### src/rtl/operand_read_pkg.sv
// Shared state encoding, PC flag positions and sign-extension helper
// for the operand read stage.
package operand_read_pkg;

    typedef logic [1:0] state_t;

    localparam state_t ST_IDLE = 2'd0;
    localparam state_t ST_READ = 2'd1;
    localparam state_t ST_HOLD = 2'd2;

    localparam int PC_CTL_W   = 3;
    localparam int PC_SRC_W   = 2;
    localparam int PC_INC_BIT = 0;
    localparam int PC_ADD_BIT = 1;
    localparam int PC_SET_BIT = 2;

    // Widest operand the sign-extension helper supports.
    localparam int SEXT_MAX_W = 64;

    function automatic logic [SEXT_MAX_W-1:0] sign_extend(
        input logic [SEXT_MAX_W-1:0] value,
        input int                    width
    );
        logic [SEXT_MAX_W-1:0] upper_mask;
        logic                  sign;
        upper_mask = {SEXT_MAX_W{1'b1}} << width;
        sign       = |(value & ({{(SEXT_MAX_W-1){1'b0}}, 1'b1} << (width - 1)));
        return sign ? (value | upper_mask) : (value & ~upper_mask);
    endfunction

endpackage

### src/rtl/operand_mux.sv
// Per-channel operand select: immediate, hard zero, register-file data
// or writeback bypass. Purely combinational.
module operand_mux
    import operand_read_pkg::*;
#(
    parameter int DATA_W   = 16,
    parameter int RADDR_W  = 4,
    parameter int IMM_W    = 5,
    parameter bit ZERO_REG = 1'b1
) (
    input  logic               i_need,
    input  logic               i_is_imm,
    input  logic [IMM_W-1:0]   i_imm,
    input  logic [RADDR_W-1:0] i_idx,
    input  logic               i_use_rf,
    input  logic [DATA_W-1:0]  i_rf_value,
    input  logic [DATA_W-1:0]  i_cur_value,
    input  logic               i_wb_en,
    input  logic [RADDR_W-1:0] i_wb_reg,
    input  logic [DATA_W-1:0]  i_wb_value,
    output logic [DATA_W-1:0]  o_value
);

    logic              w_is_zero_reg;
    logic              w_bypass;
    logic [DATA_W-1:0] w_imm_ext;

    assign w_is_zero_reg = ZERO_REG && (i_idx == '0);
    assign w_bypass      = i_wb_en && (i_wb_reg == i_idx);
    assign w_imm_ext     = DATA_W'(sign_extend(SEXT_MAX_W'(i_imm), IMM_W));

    // Zero register wins over bypass so index 0 can never be overwritten.
    always_comb begin
        // NOTE: assign a default first so every path drives o_value and no latch is inferred.
        o_value = '0;
        if (!i_need) begin
            o_value = '0;
        end else if (i_is_imm) begin
            o_value = w_imm_ext;
        end else if (w_is_zero_reg) begin
            o_value = '0;
        end else if (w_bypass) begin
            o_value = i_wb_value;
        end else if (i_use_rf) begin
            o_value = i_rf_value;
        end else begin
            o_value = i_cur_value;
        end
    end

endmodule

### src/rtl/operand_read.sv
// Operand read stage: accepts a decoded instruction, reads up to two
// register operands, applies writeback bypass and holds results for execute.
module operand_read
    import operand_read_pkg::*;
#(
    parameter int DATA_W   = 16,
    parameter int RADDR_W  = 4,
    parameter int IMM_W    = 5,
    parameter int PC_W     = 31,
    parameter bit ZERO_REG = 1'b1
) (
    input  logic                cpu_clk,
    input  logic                cpu_rst,
    input  logic                in_valid,
    output logic                in_ready,
    input  logic                read_a,
    input  logic                imm_a,
    input  logic [IMM_W-1:0]    arg_a,
    input  logic                read_b,
    input  logic [RADDR_W-1:0]  arg_b,
    input  logic [PC_CTL_W-1:0] pc_ctl,
    input  logic [PC_SRC_W-1:0] pc_src,
    input  logic [PC_W-1:0]     in_pc,
    input  logic                flush,
    output logic                reg_a_read,
    output logic                reg_b_read,
    output logic [RADDR_W-1:0]  reg_a,
    output logic [RADDR_W-1:0]  reg_b,
    input  logic [DATA_W-1:0]   reg_a_value,
    input  logic [DATA_W-1:0]   reg_b_value,
    input  logic                wb_en,
    input  logic [RADDR_W-1:0]  wb_reg,
    input  logic [DATA_W-1:0]   wb_value,
    output logic                out_valid,
    input  logic                out_ready,
    output logic                src_a_en,
    output logic                src_b_en,
    output logic [DATA_W-1:0]   src_a,
    output logic [DATA_W-1:0]   src_b,
    output logic [PC_CTL_W-1:0] o_pc_ctl,
    output logic [PC_SRC_W-1:0] o_pc_src,
    output logic [PC_W-1:0]     pc
);

    state_t r_state;
    state_t w_state_nxt;

    logic                r_read_a;
    logic                r_imm_a;
    logic [IMM_W-1:0]    r_arg_a;
    logic                r_read_b;
    logic [RADDR_W-1:0]  r_arg_b;
    logic [PC_CTL_W-1:0] r_pc_ctl;
    logic [PC_SRC_W-1:0] r_pc_src;
    logic [PC_W-1:0]     r_pc;

    logic                r_src_a_en;
    logic                r_src_b_en;
    logic [DATA_W-1:0]   r_src_a;
    logic [DATA_W-1:0]   r_src_b;

    logic                w_in_ready;
    logic                w_accept;
    logic                w_in_read;
    logic                w_capture;
    logic [RADDR_W-1:0]  w_idx_a_in;
    logic [RADDR_W-1:0]  w_idx_a_lat;
    logic                w_strobe_a;
    logic                w_strobe_b;
    logic [DATA_W-1:0]   w_mux_a;
    logic [DATA_W-1:0]   w_mux_b;

    // Only the low RADDR_W bits of arg_a select a register.
    generate
        if (IMM_W >= RADDR_W) begin : g_idx_slice
            assign w_idx_a_in  = arg_a[RADDR_W-1:0];
            assign w_idx_a_lat = r_arg_a[RADDR_W-1:0];
        end else begin : g_idx_pad
            assign w_idx_a_in  = RADDR_W'(arg_a);
            assign w_idx_a_lat = RADDR_W'(r_arg_a);
        end
    endgenerate

    assign w_in_ready = !flush && ((r_state == ST_IDLE) || ((r_state == ST_HOLD) && out_ready));
    assign w_accept   = w_in_ready && in_valid;
    assign w_in_read  = (r_state == ST_READ);
    assign w_capture  = !flush && (w_in_read || ((r_state == ST_HOLD) && !out_ready));

    assign w_strobe_a = w_accept && read_a && !imm_a && !(ZERO_REG && (w_idx_a_in == '0));
    assign w_strobe_b = w_accept && read_b && !(ZERO_REG && (arg_b == '0));

    assign in_ready   = w_in_ready;
    assign reg_a_read = w_strobe_a;
    assign reg_b_read = w_strobe_b;
    assign reg_a      = w_strobe_a ? w_idx_a_in : '0;
    assign reg_b      = w_strobe_b ? arg_b : '0;

    always_comb begin
        w_state_nxt = r_state;
        if (flush) begin
            w_state_nxt = ST_IDLE;
        end else begin
            case (r_state)
                ST_IDLE: if (in_valid) w_state_nxt = ST_READ;
                ST_READ: w_state_nxt = ST_HOLD;
                ST_HOLD: if (out_ready) w_state_nxt = in_valid ? ST_READ : ST_IDLE;
                default: w_state_nxt = ST_IDLE;
            endcase
        end
    end

    always_ff @(posedge cpu_clk or negedge cpu_rst) begin
        // NOTE: sequential state uses non-blocking assignments so all flops update together at the edge.
        if (!cpu_rst) begin
            r_state <= ST_IDLE;
        end else begin
            r_state <= w_state_nxt;
        end
    end

    // Instruction fields are latched at acceptance and drive the muxes in READ/HOLD.
    always_ff @(posedge cpu_clk or negedge cpu_rst) begin
        if (!cpu_rst) begin
            r_read_a <= 1'b0;
            r_imm_a  <= 1'b0;
            r_arg_a  <= '0;
            r_read_b <= 1'b0;
            r_arg_b  <= '0;
            r_pc_ctl <= '0;
            r_pc_src <= '0;
            r_pc     <= '0;
        end else if (w_accept) begin
            r_read_a             <= read_a;
            r_imm_a              <= imm_a;
            r_arg_a              <= arg_a;
            r_read_b             <= read_b;
            r_arg_b              <= arg_b;
            r_pc_ctl[PC_INC_BIT] <= pc_ctl[PC_INC_BIT];
            r_pc_ctl[PC_ADD_BIT] <= pc_ctl[PC_ADD_BIT];
            r_pc_ctl[PC_SET_BIT] <= pc_ctl[PC_SET_BIT];
            r_pc_src             <= pc_src;
            r_pc                 <= in_pc;
        end
    end

    operand_mux #(
        .DATA_W   (DATA_W),
        .RADDR_W  (RADDR_W),
        .IMM_W    (IMM_W),
        .ZERO_REG (ZERO_REG)
    ) u_mux_a (
        .i_need      (r_read_a),
        .i_is_imm    (r_imm_a),
        .i_imm       (r_arg_a),
        .i_idx       (w_idx_a_lat),
        .i_use_rf    (w_in_read),
        .i_rf_value  (reg_a_value),
        .i_cur_value (r_src_a),
        .i_wb_en     (wb_en),
        .i_wb_reg    (wb_reg),
        .i_wb_value  (wb_value),
        .o_value     (w_mux_a)
    );

    operand_mux #(
        .DATA_W   (DATA_W),
        .RADDR_W  (RADDR_W),
        .IMM_W    (IMM_W),
        .ZERO_REG (ZERO_REG)
    ) u_mux_b (
        .i_need      (r_read_b),
        .i_is_imm    (1'b0),
        .i_imm       ('0),
        .i_idx       (r_arg_b),
        .i_use_rf    (w_in_read),
        .i_rf_value  (reg_b_value),
        .i_cur_value (r_src_b),
        .i_wb_en     (wb_en),
        .i_wb_reg    (wb_reg),
        .i_wb_value  (wb_value),
        .o_value     (w_mux_b)
    );

    // Operands are captured in READ and refreshed by bypass while stalled in HOLD.
    always_ff @(posedge cpu_clk or negedge cpu_rst) begin
        if (!cpu_rst) begin
            r_src_a_en <= 1'b0;
            r_src_b_en <= 1'b0;
            r_src_a    <= '0;
            r_src_b    <= '0;
        end else if (w_capture) begin
            r_src_a_en <= r_read_a;
            r_src_b_en <= r_read_b;
            r_src_a    <= w_mux_a;
            r_src_b    <= w_mux_b;
        end
    end

    assign out_valid = (r_state == ST_HOLD);
    assign src_a_en  = r_src_a_en;
    assign src_b_en  = r_src_b_en;
    assign src_a     = r_src_a;
    assign src_b     = r_src_b;
    assign o_pc_ctl  = r_pc_ctl;
    assign o_pc_src  = r_pc_src;
    assign pc        = r_pc;

endmodule

### config.mk
export PLATFORM = sky130hd
export DESIGN_NAME = operand_read
export DESIGN_NICKNAME = d
export VERILOG_FILES = /design/src/rtl/operand_read_pkg.sv /design/src/rtl/operand_mux.sv /design/src/rtl/operand_read.sv
export SDC_FILE = /design/constraint.sdc
export NUM_CORES = 1
export LEC_CHECK = 0
export ABC_AREA = 1
export BUFFER_PORTS_ARGS = -buffer_cell sky130_fd_sc_hd__buf_2
export CORE_MARGIN = 4
export CORE_UTILIZATION = 51
export CTS_CLUSTER_SIZE = 8
export DETAILED_ROUTE_END_ITERATION = 10
export PLACE_DENSITY = 0.86
export SYNTH_ARGS = -nofsm -noshare
export SYNTH_HDL_FRONTEND = slang
export SYNTH_SLANG_ARGS = --single-unit
### constraint.sdc
create_clock -name cpu_clk -period 3 [get_ports cpu_clk]
set_input_delay 0.15 -clock cpu_clk [delete_from_list [all_inputs] [get_ports cpu_clk]]
set_output_delay 0.15 -clock cpu_clk [all_outputs]
set_load 0.01 [all_outputs]
After elaboration in Yosys (flattened, before gate mapping):

Index checks and enable logic that the tools add are counted.

* register bits after elaboration: 84
* output and inout port bits: 82
* logic and storage cells: 65
* input bits: 106

* equal/unequal tests: 8
* reduce and logical (&&, ||, !) cells: 27
* mux-type cells: 17

Operators with widths (count)
* 2-to-1 mux 16 bit: 10
* zero test 4 bit: 4
* logical AND 1 bit: 12
* == test 4 bit: 2
* 2-to-1 mux 4 bit: 2
* 2-to-1 mux 2 bit: 3
* case mux 2 bit (3 select lines): 1
* AND reduction 2 bit: 3
* zero test 1 bit: 5
* inequality test 5 x 1 -> 1 bit (second input constant): 1
* inequality test 4 x 1 -> 1 bit (second input constant): 1
* inequality test 3 x 2 -> 1 bit (second input constant): 1
* inequality test 3 bit (second input constant): 1
* == test 2 x 1 -> 1 bit (second input constant): 1
* == test 2 bit (second input constant): 1
* zero test 2 bit: 1
* logical OR 1 bit: 2
* 2-to-1 mux 1 bit: 1

Logic depth before layout (Yosys ltp):

* depth in word-level cells: 9
* gate-level depth with buffers: 11
* gate-level depth less buffers: 10

Hierarchy:

Synthesis repeated with hierarchy kept, for this count alone.

* cells, all modules: 658
* area, all modules: 5216.3 um2

Modules (own cells, without submodules)
* operand_read: cells each 382, area an instance 3394.5 um2, instances 1, sequential area each 2102.0 um2
* operand_mux: cells each 138, area an instance 910.9 um2, instances 2, sequential area each 0.0 um2

Least setup slack after synthesis:

OpenSTA, ideal clock, no wires.

* kind: register to output
* from: register r_state[1]
* to: output port reg_b[1]
* cell stages (with the launch flop): 10
* setup slack: 1.385 ns
* data arrival time: 1.465 ns
* path buffers: 0
* required time: 2.850 ns
* path through: dfrtp_1 inv_1 nor2_1 nor3_2 nand2_1 nor2_1 inv_1 nor2_1 inv_1 nor2_1

* word-level cells in the longest chain between the ends: 8
* elaborated cells on any way between the ends: 9
* those cells by class: 1 x eq/ne; 1 x mux; 7 x reduce/logical

Ends and longest elaborated chain
* from (decl): line operand_read.sv:45 `state_t r_state;`
* from (signal assigned): line operand_read.sv:117 `r_state <= w_state_nxt;`
* == test 2 bit: line operand_read.sv:84 `assign w_in_ready = !flush && ((r_state == ST_IDLE) || ((r_state == ST_HOLD) && out_ready));`
* logical AND 1 bit: line operand_read.sv:84
* logical OR 1 bit (*): line operand_read.sv:84
* logical AND 1 bit (*): line operand_read.sv:84
* named net in_ready: line operand_read.sv:15 `output logic in_ready,`
* logical AND 1 bit (*): line operand_read.sv:85 `assign w_accept = w_in_ready && in_valid;`
* logical AND 1 bit (*) (2 in a row): line operand_read.sv:90 `assign w_strobe_b = w_accept && read_b && !(ZERO_REG && (arg_b == '0));`
* named net reg_b_read: line operand_read.sv:26 `output logic reg_b_read,`
* 2-to-1 mux 4 bit (*): line operand_read.sv:96 `assign reg_b = w_strobe_b ? arg_b : '0;`
* to (decl): line operand_read.sv:28 `output logic [RADDR_W-1:0] reg_b,`

Mark *: on every way through the listed nets, which the timed path passes. The rest lies on a longest branch.

Final worst setup path:

* from: register r_state[1]
* to: output port reg_b[3]

* word-level cells in the longest chain between the ends: 8
* elaborated cells on any way between the ends: 9
* those cells by class: 1 x eq/ne; 1 x mux; 7 x reduce/logical

Ends and longest elaborated chain (line)
* == test 2 bit: operand_read.sv:84
* logical AND 1 bit: operand_read.sv:84
* logical OR 1 bit (*): operand_read.sv:84
* logical AND 1 bit (*): operand_read.sv:84
* logical AND 1 bit (*): operand_read.sv:85
* logical AND 1 bit (*) (2 in a row): operand_read.sv:90
* 2-to-1 mux 4 bit (*): operand_read.sv:96

Mark *: on every way between the ends. The rest lies on a longest branch, timed or not.

==> results.sh <==
export IMPL_wirelength_um=13220
export IMPL_min_period_ps=2596
export IMPL_setup_viol=0
export IMPL_nets=885
export IMPL_drc=0
export IMPL_port_buffers=187
export IMPL_outcome="finished clean"
export IMPL_final_cell_mix="nand2_1 (259), buf_2 (186), dfrtp_1 (84)"
export IMPL_drive_gt1_frac=0.2806
export IMPL_critPathCaptureType="primary output"
export IMPL_synth_area_mux_share=0.002714
export IMPL_drv_cap=0
export IMPL_grt_usage=0.2780
export IMPL_setup_tns_ps=0
export IMPL_final_hold_viol_count=0
export IMPL_critical_path_required_ps=2850
export IMPL_h_tree_depth=3
export IMPL_num_antenna_cells=0
export IMPL_async_reset_ff_frac=1.000
export IMPL_p_total_w=0.003453
export IMPL_grt_pass1_vias=4624
export IMPL_synth_top_family_by_area="simple AND/OR/NAND/NOR gates"
export IMPL_ant_nets=0
export IMPL_clkSinkCount=84
export IMPL_clock_path_buffers=2
export IMPL_fill_cells=600
export IMPL_io_pins=188
export IMPL_grt_max_degree=85
export IMPL_min_period_over_period=0.8653
export IMPL_syn_inst=564
export IMPL_synth_enable_flop_cells=0
export IMPL_yosys_area_share_adder=0
export IMPL_max_freq_mhz=385.2
export IMPL_vias=4481
export IMPL_cts_repair_resized=0
export IMPL_ys_dominant_reg_cell="dfrtp_1"
export IMPL_synth_compound_area_frac=0.06122
export IMPL_tightest_slew_ps=1043
export IMPL_cts_buffers=9
export IMPL_cp_slowest_cell="nand2_2"
export IMPL_hold_path_class="input pin to register"
export IMPL_ys_types=27
export IMPL_clkLatencyLatePin_ps=360
export IMPL_die_h_um=98.20
export IMPL_timing_worst_setup_path_type="register to primary output"
export IMPL_crit_path_cell_trace="inv_1 -> nor2_1 -> nor3_2 -> nand2_2 -> buf_4 -> nor2_1 -> inv_1 -> nor2_1 -> inv_1 -> nor2_1 -> buf_2"
export IMPL_drtIter0Drc=206
export IMPL_relSlewSlack=0.3047
export IMPL_critPathArrivalTime_ps=2450
export IMPL_drt_first_pass_iters=5
export IMPL_antenna_found_initial=0
export IMPL_routedWlPerCell_um=14.92
export IMPL_irDropWorstVdd_mv=0.4374
export IMPL_r2r_start="r_state[1]$_DFFE_PN0P_"
export IMPL_yosysSeqAreaShare=0.5066
export IMPL_synth_warning_count=0
export IMPL_powerDensity_mw_per_mm2=602.2
export IMPL_synth_xor_area_share=0.002111
export IMPL_synth_simple_area_share=0.3329
export IMPL_post_synth_cell_area_avg_um2=7.356
export IMPL_clkTransAtPathRegs_ps=90
export IMPL_critical_path_max_fanout=32
export IMPL_startpoint="r_state[1]$_DFFE_PN0P_"
export IMPL_cts_root_buf="clkbuf_8"
export IMPL_min_from="in_pc[27]"
export IMPL_die_area_mm2=0.009642
export IMPL_synth_seq_cells=84
export IMPL_synth_area_mm2=0.004149
export IMPL_rsz0062_at_grt="false"
export IMPL_cpPeakStageDelay_ps=380
export IMPL_power_leakage_nw=3.506
export IMPL_num_rows=32
export IMPL_floorplan_initialDensity=0.5314
export IMPL_fin_skew_ps=10.16
export IMPL_synthToLayoutAreaGrowth_pct=38.21
export IMPL_place_congestion=0.8856
export IMPL_hpwl_um=8896
export IMPL_setup_worst_path_start_class="register"
export IMPL_finalMaxSlewViolations=0
export IMPL_postCtsSetupBuffers=0
export IMPL_utilization=0.7345
export IMPL_syn_nets=670
export IMPL_die_x_um=98.20
export IMPL_final_common_cell="nand2_1"
export IMPL_cts_hold_buf=37
export IMPL_grt_pass1_wl_um=21740
export IMPL_core_area_mm2=0.007807
export IMPL_cts_tree="yes"
export IMPL_path_common_cell="nor2_1"
export IMPL_vias_per_cell=5.058
export IMPL_grt_overflow_total=0
-- cells in the mapped netlist (all sizes together), types with 2 or more instances --
cell    instances  share of area
nand3          20          0.027
clkbuf         11          0.010
nand4          17          0.026
inv            75          0.068
nand2         264           0.24
o21ai          45          0.057
dfrtp          84           0.51
a21oi           2         0.0024
nor2           27          0.032
buf            12          0.016
-- critical path, delay by kind of cell (launching register included) --
| kind | cells | cell delay, ps |
|---|---|---|
| flops | 1 | 370 |
| buf+inv | 5 | 760 |
| simple gates | 6 | 950 |
-- power breakdown --
part | switching [W] | total (W) | internal [W]
logic | 0.000582 | 0.000988 | 0.000405
registers | 0.000157 | 0.00153 | 0.00137
clock network | 0.000452 | 0.000937 | 0.000485
-- kinds of logic (layout without fill, tap and decap cells) --
kind of cell,Yosys count,count (layout)
AO/OA/AOI/OAI,48,48
XOR/XNOR,1,1
buffers and inverters,99,319
flip-flops,84,84
multiplexers,1,1
AND/OR/NAND/NOR,331,331
-- layout make-up --
class | count | area [um2] | share of cell area
Multi-Input combinational cell | 381 | 1658 | 0.2891
Tap cell | 102 | 127.6 | 0.02226
Timing Repair Buffer | 227 | 1331 | 0.2322
Sequential cell | 84 | 2102 | 0.3666
Clock inverter | 7 | 106.4 | 0.01855
Inverter | 76 | 285.3 | 0.04975
Clock buffer | 9 | 123.9 | 0.02160
-- state kept, by name (all words and copies together), names as in the netlist --
register	cells
o_pc_src	2
r_read_b	1
o_pc_ctl	3
r_arg_b	4
src_a_en	1
r_read_a	1
r_arg_a	5
src_b	16
src_a	16
r_imm_a	1
pc	31
r_state	2
src_b_en	1
-- metal layers --
metal	global-route usage	wire length, um	up-vias
met5	0	0	-
met4	0.1166	469	0
met3	0.09929	1467	46
met2	0.4576	6278	256
met1	0.3312	5004	2037
li1	-	-	2142
-- per-stage QoR --
step / setup slack [ps] / hold slack [ps] / instances / area [um2]
finish: 404.0 / 16.96 / 886 / 5734
global route: 188.5 / 5.866 / 886 / 5734
CTS: 387.3 / 0.8915 / 886 / 5734
detailed placement: 795.4 / 346.1 / 833 / 5134
global placement: 944.0 / 341.9 / 833 / 5134
floorplan: 1385 / -145.6 / 564 / 4149
-- final timing paths --
check | endpoint | slack [ps] | cells past startpoint
worst max-delay path | reg_b[3] | 400 | 11
worst min-delay path | pc[27]$_DFFE_PN0P_ | 20 | 3
worst max register to register | pc[11]$_DFFE_PN0P_ | 790 | 8
worst min register to register | src_a[9]$_DFFE_PN0P_ | 490 | 2
max in group asynchronous | r_arg_a[3]$_DFFE_PN0P_ | 1810 | 2
min in group asynchronous | src_a[11]$_DFFE_PN0P_ | 510 | 2
Power figures use the tool's default switching activity.
